==> config.mk <==
export PLATFORM = sky130hd
export DESIGN_NAME = axil_cmd_master
export DESIGN_NICKNAME = d
export VERILOG_FILES = /design/src/rtl/axil_pkg.sv /design/src/rtl/axil_cmd_master.sv
export SDC_FILE = /design/constraint.sdc
export NUM_CORES = 1
export LEC_CHECK = 0
export BUFFER_PORTS_ARGS = -buffer_cell sky130_fd_sc_hd__buf_4
export CAP_MARGIN = 20
export CORE_UTILIZATION = 40
export DETAILED_ROUTE_END_ITERATION = 6
export PLACE_DENSITY = 0.78
export SLEW_MARGIN = 5
export SYNTH_ARGS = -nofsm -noshare
export SYNTH_HDL_FRONTEND = slang
export SYNTH_SLANG_ARGS = --single-unit
==> constraint.sdc <==
create_clock -name ACLK -period 2.9 [get_ports ACLK]
set_clock_uncertainty 0.2 [all_clocks]
set_input_delay 0.58 -clock ACLK [delete_from_list [all_inputs] [get_ports ACLK]]
set_output_delay 0.58 -clock ACLK [all_outputs]
set_load 0.01 [all_outputs]
==> src/rtl/axil_pkg.sv <==
`default_nettype none
// ============================================================================
// Module : axil_pkg
// Brief  : Shared FSM state encoding, AXI response codes and default widths.
// Rev    : 1.0 - initial release
// ============================================================================
package axil_pkg;

  localparam int c_addr_w_def = 32;
  localparam int c_cnt_w_def  = 16;
  localparam int c_data_w     = 32;
  localparam int c_strb_w     = 4;

  localparam logic [1:0] c_resp_okay   = 2'b00;
  localparam logic [1:0] c_resp_slverr = 2'b10;
  localparam logic [1:0] c_resp_decerr = 2'b11;

  typedef enum logic [2:0] {
    ST_IDLE = 3'd0,
    ST_WR   = 3'd1,
    ST_WR_B = 3'd2,
    ST_RD_A = 3'd3,
    ST_RD_R = 3'd4,
    ST_RSP  = 3'd5
  } state_t;

endpackage
`default_nettype wire

==> src/rtl/axil_cmd_master.sv <==
`default_nettype none
// ============================================================================
// Module : axil_cmd_master
// Brief  : Single-outstanding command-to-AXI4-Lite master with statistics.
// Rev    : 1.0 - initial release
// ============================================================================
module axil_cmd_master
  import axil_pkg::*;
#(
  parameter int ADDR_W = c_addr_w_def,
  parameter int CNT_W  = c_cnt_w_def
) (
  input  logic                ACLK,
  input  logic                ARESET,
  input  logic                cmd_valid,
  output logic                cmd_ready,
  input  logic                cmd_write,
  input  logic [ADDR_W-1:0]   cmd_addr,
  input  logic [c_data_w-1:0] cmd_wdata,
  input  logic [c_strb_w-1:0] cmd_wstrb,
  output logic                rsp_valid,
  input  logic                rsp_ready,
  output logic                rsp_write,
  output logic [c_data_w-1:0] rsp_rdata,
  output logic [1:0]          rsp_resp,
  output logic [ADDR_W-1:0]   M_AXIL_AWADDR,
  output logic [2:0]          M_AXIL_AWPROT,
  output logic                M_AXIL_AWVALID,
  input  logic                M_AXIL_AWREADY,
  output logic [c_data_w-1:0] M_AXIL_WDATA,
  output logic [c_strb_w-1:0] M_AXIL_WSTRB,
  output logic                M_AXIL_WVALID,
  input  logic                M_AXIL_WREADY,
  input  logic [1:0]          M_AXIL_BRESP,
  input  logic                M_AXIL_BVALID,
  output logic                M_AXIL_BREADY,
  output logic [ADDR_W-1:0]   M_AXIL_ARADDR,
  output logic [2:0]          M_AXIL_ARPROT,
  output logic                M_AXIL_ARVALID,
  input  logic                M_AXIL_ARREADY,
  input  logic [c_data_w-1:0] M_AXIL_RDATA,
  input  logic [1:0]          M_AXIL_RRESP,
  input  logic                M_AXIL_RVALID,
  output logic                M_AXIL_RREADY,
  output logic [CNT_W-1:0]    wr_count,
  output logic [CNT_W-1:0]    rd_count,
  output logic [CNT_W-1:0]    err_count
);

  localparam logic [CNT_W-1:0] c_cnt_max = {CNT_W{1'b1}};
  localparam logic [CNT_W-1:0] c_cnt_one = {{(CNT_W-1){1'b0}}, 1'b1};

  state_t                r_state;
  state_t                w_state_nxt;
  logic                  r_aw_done;
  logic                  r_w_done;
  logic [ADDR_W-1:0]     r_addr;
  logic [c_data_w-1:0]   r_wdata;
  logic [c_strb_w-1:0]   r_wstrb;
  logic                  r_write;
  logic [c_data_w-1:0]   r_rdata;
  logic [1:0]            r_resp;
  logic [CNT_W-1:0]      r_wr_cnt;
  logic [CNT_W-1:0]      r_rd_cnt;
  logic [CNT_W-1:0]      r_err_cnt;

  logic w_cmd_fire;
  logic w_aw_fire;
  logic w_w_fire;
  logic w_b_fire;
  logic w_r_fire;
  logic w_rsp_fire;

  always_ff @(posedge ACLK) begin
    if (ARESET) r_state <= ST_IDLE;
    else        r_state <= w_state_nxt;
  end

  // All handshake outputs decode from registered state only, so nothing
  // combinationally loops back to the slave's READY/VALID inputs.
  always_comb begin
    w_state_nxt    = r_state;
    cmd_ready      = 1'b0;
    rsp_valid      = 1'b0;
    M_AXIL_AWVALID = 1'b0;
    M_AXIL_WVALID  = 1'b0;
    M_AXIL_BREADY  = 1'b0;
    M_AXIL_ARVALID = 1'b0;
    M_AXIL_RREADY  = 1'b0;
    case (r_state)
      ST_IDLE: begin
        cmd_ready = !ARESET;
        if (cmd_valid) w_state_nxt = cmd_write ? ST_WR : ST_RD_A;
      end
      ST_WR: begin
        M_AXIL_AWVALID = !r_aw_done;
        M_AXIL_WVALID  = !r_w_done;
        if ((r_aw_done || M_AXIL_AWREADY) && (r_w_done || M_AXIL_WREADY))
          w_state_nxt = ST_WR_B;
      end
      ST_WR_B: begin
        M_AXIL_BREADY = 1'b1;
        if (M_AXIL_BVALID) w_state_nxt = ST_RSP;
      end
      ST_RD_A: begin
        M_AXIL_ARVALID = 1'b1;
        if (M_AXIL_ARREADY) w_state_nxt = ST_RD_R;
      end
      ST_RD_R: begin
        M_AXIL_RREADY = 1'b1;
        if (M_AXIL_RVALID) w_state_nxt = ST_RSP;
      end
      ST_RSP: begin
        rsp_valid = 1'b1;
        if (rsp_ready) w_state_nxt = ST_IDLE;
      end
      default: w_state_nxt = ST_IDLE;
    endcase
  end

  assign w_cmd_fire = cmd_valid && cmd_ready;
  assign w_aw_fire  = M_AXIL_AWVALID && M_AXIL_AWREADY;
  assign w_w_fire   = M_AXIL_WVALID && M_AXIL_WREADY;
  assign w_b_fire   = M_AXIL_BVALID && M_AXIL_BREADY;
  assign w_r_fire   = M_AXIL_RVALID && M_AXIL_RREADY;
  assign w_rsp_fire = rsp_valid && rsp_ready;

  always_ff @(posedge ACLK) begin
    if (ARESET) begin
      r_aw_done <= 1'b0;
      r_w_done  <= 1'b0;
      r_addr    <= '0;
      r_wdata   <= '0;
      r_wstrb   <= '0;
      r_write   <= 1'b0;
      r_rdata   <= '0;
      r_resp    <= c_resp_okay;
      r_wr_cnt  <= '0;
      r_rd_cnt  <= '0;
      r_err_cnt <= '0;
    end else begin
      if (w_cmd_fire) begin
        r_addr  <= cmd_addr;
        r_wdata <= cmd_wdata;
        r_wstrb <= cmd_wstrb;
        r_write <= cmd_write;
      end
      // AW and W complete independently; each flag retires its own VALID.
      if (r_state != ST_WR) begin
        r_aw_done <= 1'b0;
        r_w_done  <= 1'b0;
      end else begin
        if (w_aw_fire) r_aw_done <= 1'b1;
        if (w_w_fire)  r_w_done  <= 1'b1;
      end
      if (w_b_fire) begin
        r_rdata <= '0;
        r_resp  <= M_AXIL_BRESP;
      end
      if (w_r_fire) begin
        r_rdata <= M_AXIL_RDATA;
        r_resp  <= M_AXIL_RRESP;
      end
      if (w_rsp_fire) begin
        if (r_write) begin
          if (r_wr_cnt != c_cnt_max) r_wr_cnt <= r_wr_cnt + c_cnt_one;
        end else begin
          if (r_rd_cnt != c_cnt_max) r_rd_cnt <= r_rd_cnt + c_cnt_one;
        end
        if ((r_resp != c_resp_okay) && (r_err_cnt != c_cnt_max))
          r_err_cnt <= r_err_cnt + c_cnt_one;
      end
    end
  end

  assign M_AXIL_AWADDR = r_addr;
  assign M_AXIL_AWPROT = 3'b000;
  assign M_AXIL_WDATA  = r_wdata;
  assign M_AXIL_WSTRB  = r_wstrb;
  assign M_AXIL_ARADDR = r_addr;
  assign M_AXIL_ARPROT = 3'b000;

  assign rsp_write = r_write;
  assign rsp_rdata = r_rdata;
  assign rsp_resp  = r_resp;
  assign wr_count  = r_wr_cnt;
  assign rd_count  = r_rd_cnt;
  assign err_count = r_err_cnt;

endmodule
`default_nettype wire

---- After elaboration in Yosys (flattened, before gate mapping) ----
Cells that the tools add are included.
W data, S select, Z words.
word-level totals
  output and inout bits ................... 196
  flip-flop bits (word level) ............. 156
  word-level logic and storage cells ...... 71
  bits of input ports ..................... 114
cells by class
  muxes and demuxes ....................... 19
  equality and inequality tests ........... 15
  add/subtract/negate cells ............... 3
  bitwise gates (word level) .............. 1
  reduce and logical (&&, ||, !) cells .... 21
operators by type and width
  operator                 number
  $mux W32                 2
  $add A16 B1 Y16 const B  3
  $ne A16 B16 Y1 const B   3
  $mux W3                  6
  $pmux W3 S6              1
  $ne A2 B2 Y1 const B     6
  $logic_and A1 B1 Y1      8
  $mux W1                  7
  $eq A3 B2 Y1 const B     2
  $eq A3 B3 Y1 const B     2
  $mux W2                  3
  $reduce_and A3 Y1        2
  $reduce_and A6 Y1        1
  $reduce_bool A2 Y1       2
  $eq A3 B1 Y1 const B     1
  $logic_not A1 Y1         3
  $logic_not A3 Y1         1
  $ne A3 B1 Y1 const B     1
  $logic_or A1 B1 Y1       2
  $reduce_and A2 Y1        1
  $reduce_or A2 Y1         1
  $not A1 Y1               1

---- Longest topological paths before layout ----
Gate-level depths: netlist of run 1.
  depth after elaboration ................. 5
  mapped depth ............................ 7
  mapped depth without buffers ............ 6

---- Worst setup path before layout of run 1 ----
No wires, ideal clock.
  kind .................................... reg2reg
  start ................................... register r_err_cnt[0] (netlist: err_count[0])
  end ..................................... register r_err_cnt[10] (netlist: err_count[10])
  arrival time ............................ 1.818 ns
  cell stages (with the launch flop) ...... 8
  setup slack ............................. 0.755 ns
  required time ........................... 2.572 ns
  setup time .............................. 0.128 ns
  buffers on the path ..................... 1
  clock period less this slack ............ 2.145 ns
  cells stage by stage .................... dfxtp_1 ha_1 nand4_1 nor4_2 buf_2 nand4b_1 xor2_1 nor2_1
on the way
  cells in the longest elaborated chain, start to end .. 3
  elaborated cells on any way between the ends .. 4
  classes of those cells .................. add/sub (1); eq/ne (1); reduce/logical (2)
RTL lines
  item                                                                     RTL line                text
  start: declaration                                                       axil_cmd_master.sv:65   logic [CNT_W-1:0] r_err_cnt;
  start signal: assignment                                                 axil_cmd_master.sv:171  r_err_cnt <= r_err_cnt + c_cnt_one;
  parallel branches: the longest is 3 deep, another holds $add A16 B1 Y16  n/a
Several ways; the timed one is not identified.
A chain may end at the register's enable or synchronous reset.

---- Final worst setup path of run 1 ----
  start ................................... register r_state[2]
  end ..................................... output port cmd_ready
on the way
  cells in the longest elaborated chain, start to end .. 2
RTL lines
  item                      RTL line               text
  start: declaration        axil_cmd_master.sv:53  state_t r_state;
  start signal: assignment  axil_cmd_master.sv:76  else r_state <= w_state_nxt;
  $logic_not A3 Y1          axil_cmd_master.sv:90  case (r_state)
  $mux W1                   axil_cmd_master.sv:90
  end: declaration          axil_cmd_master.sv:16  output logic cmd_ready,
Every way passes these cells.

==> results of run 1 <==
## per-layer routing
metal  share of wire [%]  GRT usage, %  vias to the layer above
met4                 1.3         7.505                        0
met2                  50         35.14                      221
li1                    -             -                     3108
met3                 6.9         6.148                       17
met5                   0             0                        -
met1                  42         26.28                     2964
## logic make-up (layout without fill, tap and decap cells)
logic type | count (synthesis) | after routing | share of synthesized area (%)
buffers and inverters | 89 | 351 | 7.342
multiplexers | 8 | 8 | 1.208
AND/OR/NAND/NOR | 415 | 415 | 31.71
XOR/XNOR | 38 | 38 | 5.021
flip-flops | 156 | 156 | 47.11
other | 1 | 6 | 0.05657
adder cells (fa/ha/maj) | 3 | 3 | 0.5663
AO/OA/AOI/OAI | 65 | 65 | 6.984
## stage by stage
step	util [%]	setup WS [ns]	hold slack, ns	power (mW)
6_report	59.12	0.2710	0.1395	6.214
5_1_grt	59.12	0.1906	0.1275	6.497
4_1_cts	59.12	0.2712	0.1256	6.268
3_5_place_dp	55.14	0.5385	0.2661	3.836
3_3_place_gp	55.14	0.5777	0.2618	3.817
2_1_floorplan	-	0.7549	0.2832	3.216
## tightest hold or removal path, stage by stage
cell     delay [ns]
buf_4          0.07
nand2_1        0.04
nand2_1        0.04
## state kept, by name, indices dropped and copies added (netlist names)
register	cells
rsp_write	1
rsp_resp	2
err_count	16
rsp_rdata	32
r_aw_done	1
M_AXIL_WSTRB	4
r_state	3
wr_count	16
M_AXIL_ARADDR	32
rd_count	16
r_w_done	1
M_AXIL_WDATA	32
## final cells by class
cell class / instances / area, µm²
clock buffers: 20 / 446.7
well taps: 216 / 270.3
repair buffers: 314 / 2395
fillers: 1403 / 6564
multi-input cells: 535 / 3044
clock inverters: 11 / 192.7
inverters: 6 / 22.52
flip-flops and latches: 156 / 3123
## layout by cell type (no fill, tap or decap), types with 8 or more instances in the layout
cell type,netlist,layout
buf_4,38,311
dfxtp_1,156,156
nand2_1,157,156
nor2_1,90,89
nand3b_1,69,69
a22oi_1,32,32
xnor2_1,28,28
clkbuf_16,0,17
nand4_1,15,15
nand3_1,14,14
nor3_1,13,13
nor4_1,13,13
a21oi_1,13,13
xor2_1,10,10
mux2i_1,8,8
and3_1,8,8
## final timing paths
kind                                     endpoint  slack, ns  cells after the start
worst max-delay path                    cmd_ready       0.27                      3
worst min-delay path             M_AXIL_WDATA[18]       0.14                      3
worst max register to register  M_AXIL_ARADDR[23]       0.59                      6
worst min register to register    M_AXIL_WDATA[2]       0.27                      2
## power by group through the flow
| stage | Combinational (mW) | Clock, mW | Sequential, mW |
|---|---|---|---|
| 4_1_cts | 1.29 | 2.47 | 2.51 |
| 3_5_place_dp | 1.28 | 0 | 2.55 |
| 3_3_place_gp | 1.27 | 0 | 2.55 |
| 2_1_floorplan | 0.609 | 0 | 2.61 |
| 5_1_grt | 1.39 | 2.57 | 2.54 |
| 6_report | 1.28 | 2.42 | 2.51 |
==> key figures, run 1 <==
Setup path
  • Worst-path maximum fanout: 13
  • CP Data Required Time: 2.12 ns
  • Worst path max stage delay: 0.63 ns
  • R2R Path Start: r_state[2]
  • Cell mode on critical path: buf_4
  • Crit Path Class: reg2out
  • Critical path startpoint: r_state[2]
  • Critical Path Start Type: flop
  • Worst path arrival time: 1.85 ns
  • Cell family with most CP delay: simple AND/OR/NAND/NOR gates
  • Worst setup EP type: primary output
  • CP Buf/Inv Count: 2
  • CP max-delay cell: nor4_1
  • Critical-path cell list: buf_4 > nor4_1 > buf_4

CTS
  • Cts repair resizes: 0
  • Clk_lat worst skew: 0.42 ns
  • H-Tree Depth: 4
  • TritonCTS clock tree: done
  • Hold_buf cts: 0
  • Clock Pin Slew Worst Setup and Hold Paths: 0.06 ns
  • Root buf cell: clkbuf_16
  • TritonCTS Buffers: 17
  • # clock sinks: 156
  • Setup repair bufs after CTS: 0
  • Max clock buf depth: 2

Power
  • Static Leak: 4.371 nW
  • Reg power frac: 40.4%
  • Switching pwr: 1.684 mW
  • Worst vdd ir: 0.0003948 V
  • Pint: 4.530 mW
  • Clock share of power: 39.0%
  • Power Density: 654.5 nW/µm²
  • Sw frac: 27.10%
  • Combinational power share: 20.6%

Layout
  • Layout area overhead: 43.22%
  • Share of cells above drive strength 1: 33.69%
  • Layout net count: 1147
  • Finished Cell Area: 9494 µm²
  • Ant. Diodes: 0
  • Post-route insts no fill: 1258

Drt
  • Vias per Instance: 5.016
  • Post-DRT Antenna Nets: 0
  • Drt first-iter violations: 290
  • Final WL: 18.99 mm
  • Routed len/inst: 15.09 µm
  • DR DRC count: 0
  • Router iterations before antenna repair: 5
  • Via count: 6310

GRT
  • Initial antenna violation count: 0
  • Largest net degree at the start of global routing: 158
  • Gr usage total: 21.23%
  • Vias in the first global route: 5633
  • First-pass GRT wire length: 28.31 mm
  • Total gr overflow: 0

Die
  • Initial Utilization: 41.28%
  • Row cnt: 46
  • Die area: 17090 µm²
  • Die X: 130.7 µm
  • # IOs: 310
  • Area of the core: 16060 µm²
  • Die Y: 130.7 µm

Synthesis
  • Post-synth top area share: 47.11%
  • Top-count cell post-synth: nand2_1
  • Most used DFF post-synth: dfxtp_1
  • Most area-consuming cells after synthesis: dfxtp_1 (47%), nand2_1 (8.9%), nand3b_1 (7.8%), nor2_1 (5.1%), buf_4 (4.3%)
  • Asr flop ratio synth: 0%
  • Mapped Cells: 775
  • Syn. warnings: 0
  • Mean Syn Cell Area: 8.553 µm²
  • Leading area contributor after synthesis: dfxtp_1
  • Seq/Total Area, Yosys: 47.11%
  • Synth unique cells: 46
  • Seq cells post-synth: 156
  • Post-synth EDFFs: 0
  • Post-synthesis cell area: 6629 µm²
  • Synth cell count leaders: nand2_1 (157), dfxtp_1 (156), nor2_1 (90)

STA
  • Hold Fails Final Rpt: 0
  • Worst-margin pin slew: 0.8799 ns
  • Setup_tns: 0 ns
  • Max Fclk: 380.4 MHz
  • Crit path time final: 2.629 ns
  • Endpoints failing setup: 0
  • Final Max Tran Viols: 0
  • Worst slew margin: 40.80%
  • Final period utilization: 90.66%
  • RSZ-0062 raised after global routing: false

Min path
  • Hold Crit Class: in2reg
  • Hold path start: cmd_wdata[18]

Job
  • Maxcap violations: 0

Run status
  • Status: complete, no violations

Placement
  • HPWL after DPL: 13.29 mm
  • Area after DPL: 8855 µm²
  • Inst Count DP: 1227
  • PortBufs: 303
  • Gp weighted congestion: 0.7988
(Power assumes the default switching activity.)
==> run 2: changes to the inputs <==
- PLACE_DENSITY: 0.78 -> 0.7
- SLEW_MARGIN: 5 -> 20
==> run 2 against run 1 <==
Compared with the run above: cell area about the same; hold slack improved by 0.0078 ns; non-clock buffer count increased by 4; first-iteration DRC count increased by 35%; sequential share of layout area about the same; core utilization about the same; die area unchanged; sequential power about the same; clock power decreased by 4%; register-to-register slack improved by 0.08 ns; count of clock-buffer cells in the layout unchanged; critical endpoint unchanged; largest power group unchanged.
==> key figures, run 2 (same netlist as run 1, synthesis figures left out) <==
Run status
  • Status: complete, no violations

CTS
  • Max clock buf depth: 2
  • H-Tree Depth: 4
  • TritonCTS clock tree: done
  • Clock Pin Slew Worst Setup and Hold Paths: 0.06 ns
  • Setup repair bufs after CTS: 0
  • Clk_lat worst skew: 0.41 ns
  • Root buf cell: clkbuf_16
  • TritonCTS Buffers: 17
  • Hold_buf cts: 0
  • # clock sinks: 156
  • Cts repair resizes: 0

STA
  • Final Max Tran Viols: 0
  • Final period utilization: 88.02%
  • RSZ-0062 raised after global routing: false
  • Hold Fails Final Rpt: 0
  • Max Fclk: 391.8 MHz
  • Endpoints failing setup: 0
  • Crit path time final: 2.553 ns
  • Hold slack: 0.1473 ns
  • Worst-margin pin slew: 0.8698 ns
  • Setup_tns: 0 ns
  • Worst slew margin: 41.48%

Drt
  • Post-DRT Antenna Nets: 0
  • Final WL: 18.98 mm
  • Router iterations before antenna repair: 5
  • Routed len/inst: 15.04 µm
  • Vias per Instance: 4.968
  • Via count: 6269
  • Drt first-iter violations: 392
  • DR DRC count: 0

Layout
  • Utilization after layout: 59.16%
  • Share of cells above drive strength 1: 33.94%
  • Ant. Diodes: 0
  • Fillers: 1450
  • Layout net count: 1151
  • Leading cell type in the layout, fill and taps excluded: buf_4
  • Layout area overhead: 43.32%
  • Most frequent cells in the layout: buf_4 (315), dfxtp_1 (156), nand2_1 (156)

Die
  • Area of the core: 16060 µm²
  • Die Y: 130.7 µm
  • Initial Utilization: 41.28%
  • Die area: 17090 µm²
  • Die X: 130.7 µm
  • Row cnt: 46
  • # IOs: 310

GRT
  • Met3 usage: 6.189%
  • Initial antenna violation count: 0
  • Met1 Track Usage GR: 27.39%
  • M2 GR Usage: 34.30%
  • Vias in the first global route: 5675
  • Gr usage total: 21.46%
  • Largest net degree at the start of global routing: 158
  • Grt peak-use layer: met2
  • First-pass GRT wire length: 28.72 mm
  • Total gr overflow: 0

Setup path
  • R2R Path Start: r_state[1]
  • Worst-path maximum fanout: 7
  • CP Buf/Inv Count: 2
  • Critical Path Start Type: flop
  • Worst R2R Setup Slack: 0.67 ns
  • Worst setup EP type: primary output
  • Cell family with most CP delay: simple AND/OR/NAND/NOR gates
  • Critical-path cell list: buf_4 > nor4_1 > buf_4
  • Crit Path Class: reg2out
  • CP max-delay cell: nor4_1
  • R2R Path End: M_AXIL_WDATA[0]
  • Worst path arrival time: 1.77 ns
  • R2R depth: 6
  • Cell mode on critical path: buf_4
  • CP Data Required Time: 2.12 ns
  • Worst path max stage delay: 0.57 ns

Placement
  • HPWL after DPL: 13.42 mm
  • Gp weighted congestion: 0.8505
  • PortBufs: 303

Power
  • Worst vdd ir: 0.0003780 V
  • Static Leak: 4.386 nW
  • Power Density: 643.9 nW/µm²

Job
  • Maxcap violations: 0

Min path
  • Worst hold endpoint: M_AXIL_ARADDR[10]
  • Hold path start: cmd_addr[10]
  • Hold depth: 3
  • Hold Crit Class: in2reg
run 2: cell count changes in the layout (fill, tap and decap cells not counted):
cell / change
buf_4: +4
clkinv_2: +1
clkinvlp_4: -1
bufinv_16: -1
clkinv_4: +1
run 2: worst max-delay path by stage:
stage	startpoint	to	slack, ns	cells after the start
final	r_state[1]	cmd_ready	0.35	3
after global routing	r_state[1]	cmd_ready	0.20	3
after CTS	r_state[1]	cmd_ready	0.30	3
after detailed placement	ARESET	M_AXIL_WDATA[0]	0.50	6
after global placement	ARESET	M_AXIL_WSTRB[2]	0.53	6
after floorplan	err_count[0]	err_count[10]	0.75	7
run 2: through the flow:
| stage | instances | worst slack [ns] | area, µm² | power [mW] |
|---|---|---|---|---|
| 3_5_place_dp | 1231 | 0.5037 | 8885 | 3.851 |
| 4_1_cts | 1262 | 0.2994 | 9500 | 6.188 |
| 2_1_floorplan | 780 | 0.7549 | 6648 | 3.216 |
| 6_report | 1262 | 0.3474 | 9500 | 6.117 |
| 5_1_grt | 1262 | 0.1956 | 9500 | 6.414 |
| 3_3_place_gp | 1231 | 0.5315 | 8885 | 3.838 |
run 2: worst min-delay path, cell delays in order:
cell     delay [ns]
buf_4          0.07
nand2_1        0.04
nand2_1        0.04
run 2: per-layer routing:
layer	share of wire, %	wire length, µm
met1	42	8060
met2	48	9199
met3	7.0	1335
met4	2.0	385
met5	0	0
run 2: area by class of cell:
type / count / area [µm²] / share of cell area [%]
Inverter: 6 / 22.52 / 0.2371
Multi-Input combinational cell: 535 / 3044 / 32.04
Tap cell: 216 / 270.3 / 2.845
Clock buffer: 20 / 446.7 / 4.702
Clock inverter: 11 / 168.9 / 1.778
Timing Repair Buffer: 318 / 2425 / 25.52
Sequential cell: 156 / 3123 / 32.87
run 2: power breakdown:
part | internal (mW) | total, mW | leakage, nW | switching [mW]
clock | 1.46 | 2.32 | 0.300 | 0.863
combinational | 0.643 | 1.29 | 2.82 | 0.647
sequential | 2.35 | 2.51 | 1.27 | 0.155
total | 4.45 | 6.12 | 4.39 | 1.67
==> run 3: changes to the inputs <==
- BUFFER_PORTS_ARGS: -buffer_cell sky130_fd_sc_hd__buf_4 -> default
- DONT_BUFFER_PORTS: default -> 1
- PLACE_DENSITY: 0.7 -> default
==> run 3 against run 2 <==
Compared with the run above: die area did not move; fmax down 2.0%; power decreased by 9.6%; sequential power increased by 8%; worst setup slack lost 0.051 ns; combinational power down 60%; largest power group unchanged; via count is 18% lower; highest routed layer unchanged; wire length is 13% lower; critical path depth is 1 lower.
==> key figures, run 3 (same netlist as run 1, synthesis figures left out) <==
Run status
  • Status: complete, no violations

Min path
  • Hold Crit Class: in2reg

Power
  • Combinational power share: 9.4%
  • Static Leak: 2.787 nW
  • Pint: 3.965 mW
  • Power Density: 770.6 nW/µm²
  • Worst vdd ir: 0.0003674 V
  • Switching pwr: 1.565 mW
  • Clock share of power: 41.8%
  • Reg power frac: 48.8%
  • Sw frac: 28.30%

GRT
  • Largest net degree at the start of global routing: 159
  • First-pass GRT wire length: 24.12 mm
  • Gr usage total: 18.36%
  • Vias in the first global route: 4724
  • Total gr overflow: 0
  • Initial antenna violation count: 0

Die
  • Row cnt: 46
  • Initial Utilization: 41.28%
  • Die X: 130.7 µm
  • Die area: 17090 µm²
  • # IOs: 310
  • Die Y: 130.7 µm
  • Area of the core: 16060 µm²

Drt
  • Router iterations before antenna repair: 5
  • Routed len/inst: 17.35 µm
  • Post-DRT Antenna Nets: 0
  • Final WL: 16.55 mm
  • Via count: 5166
  • Vias per Instance: 5.415
  • DR DRC count: 0
  • Drt first-iter violations: 292

Setup path
  • Crit Path Class: reg2out
  • CP Data Required Time: 2.12 ns
  • Worst-path maximum fanout: 16
  • Worst setup EP type: primary output
  • Worst path arrival time: 1.82 ns
  • Critical Path Start Type: flop

Layout
  • Layout area overhead: 8.248%
  • Most frequent cells in the layout: dfxtp_1 (156), nand2_1 (156), nor2_1 (89)
  • Layout net count: 842
  • Share of cells above drive strength 1: 6.369%
  • Ant. Diodes: 0
  • Utilization after layout: 44.69%
  • Finished Cell Area: 7176 µm²
  • Fillers: 1560

Job
  • Maxcap violations: 0

CTS
  • Max clock buf depth: 2
  • Clk_lat worst skew: 0.42 ns
  • # clock sinks: 156
  • TritonCTS clock tree: done
  • Root buf cell: clkbuf_16
  • Hold_buf cts: 0
  • H-Tree Depth: 4
  • Setup repair bufs after CTS: 0
  • TritonCTS Buffers: 17
  • Clock Pin Slew Worst Setup and Hold Paths: 0.06 ns
  • Cts repair resizes: 0

STA
  • Final Max Tran Viols: 0
  • Crit path time final: 2.603 ns
  • Endpoints failing setup: 0
  • Worst Slack Setup Final: 0.2966 ns
  • Worst-margin pin slew: 0.7567 ns
  • Final period utilization: 89.77%
  • Hold Fails Final Rpt: 0
  • Max Fclk: 384.1 MHz
  • Worst slew margin: 49.09%
  • Setup_tns: 0 ns
  • RSZ-0062 raised after global routing: false

Placement
  • HPWL after DPL: 11.54 mm
  • PortBufs: 0
  • Gp weighted congestion: 0.8428
  • Pre-CTS setup slack: 0.3474 ns
  • Area after DPL: 6553 µm²
==> run 3: cell types whose count changed in the layout (fill, tap and decap cells not counted), sizes merged <==
cell,delta
buf,-309
clkinv,-3
inv,+3
bufinv,-1
clkbuf,+1
clkinvlp,+1
==> run 3: critical path, stage by stage (launching register included) <==
cell and delay, ns:
dfxtp_1 0.62, nand2b_1 0.22, nor3_1 0.57
==> run 3: metrics by stage <==
stage	hold slack, ns	total power, mW	instances
2_1_floorplan	0.2832	3.216	780
3_3_place_gp	0.3010	3.236	922
3_5_place_dp	0.3120	3.271	922
4_1_cts	0.01540	5.588	954
5_1_grt	0.01236	5.782	954
6_report	0.03006	5.530	954
==> run 3: cell type report <==
class | instances | area, µm² | area share [%]
Clock inverter | 11 | 157.7 | 2.197
Clock buffer | 21 | 460.4 | 6.417
Timing Repair Buffer | 9 | 92.59 | 1.290
Inverter | 6 | 22.52 | 0.3139
Sequential cell | 156 | 3123 | 43.52
Multi-Input combinational cell | 535 | 3049 | 42.49
Tap cell | 216 | 270.3 | 3.766
==> run 3: final timing paths <==
| path | start | endpoint | slack, ns | depth (start not counted) |
|---|---|---|---|---|
| max | r_state[0] | M_AXIL_WVALID | 0.30 | 2 |
| min | ARESET | rsp_rdata[31] | 0.03 | 1 |
| max reg2reg | err_count[0] | err_count[2] | 0.41 | 7 |
| min reg2reg | r_w_done | r_w_done | 0.32 | 2 |
==> run 3: power by group through the flow <==
| stage | Sequential, mW | Combinational (mW) | Clock [mW] |
|---|---|---|---|
| finish | 2.70 | 0.519 | 2.31 |
| global route | 2.74 | 0.589 | 2.45 |
| CTS | 2.70 | 0.525 | 2.36 |
| detailed placement | 2.75 | 0.523 | 0 |
| global placement | 2.74 | 0.495 | 0 |
| floorplan | 2.61 | 0.609 | 0 |
==> run 3: layer usage <==
metal  share of wire, %  vias to the layer above  GRT usage, %
met4                1.5                        0         7.437
met3                8.1                       17         6.800
met1                 41                     2428         21.66
met2                 50                      219         30.13
met5                  0                        -             0
li1                   -                     2502             -
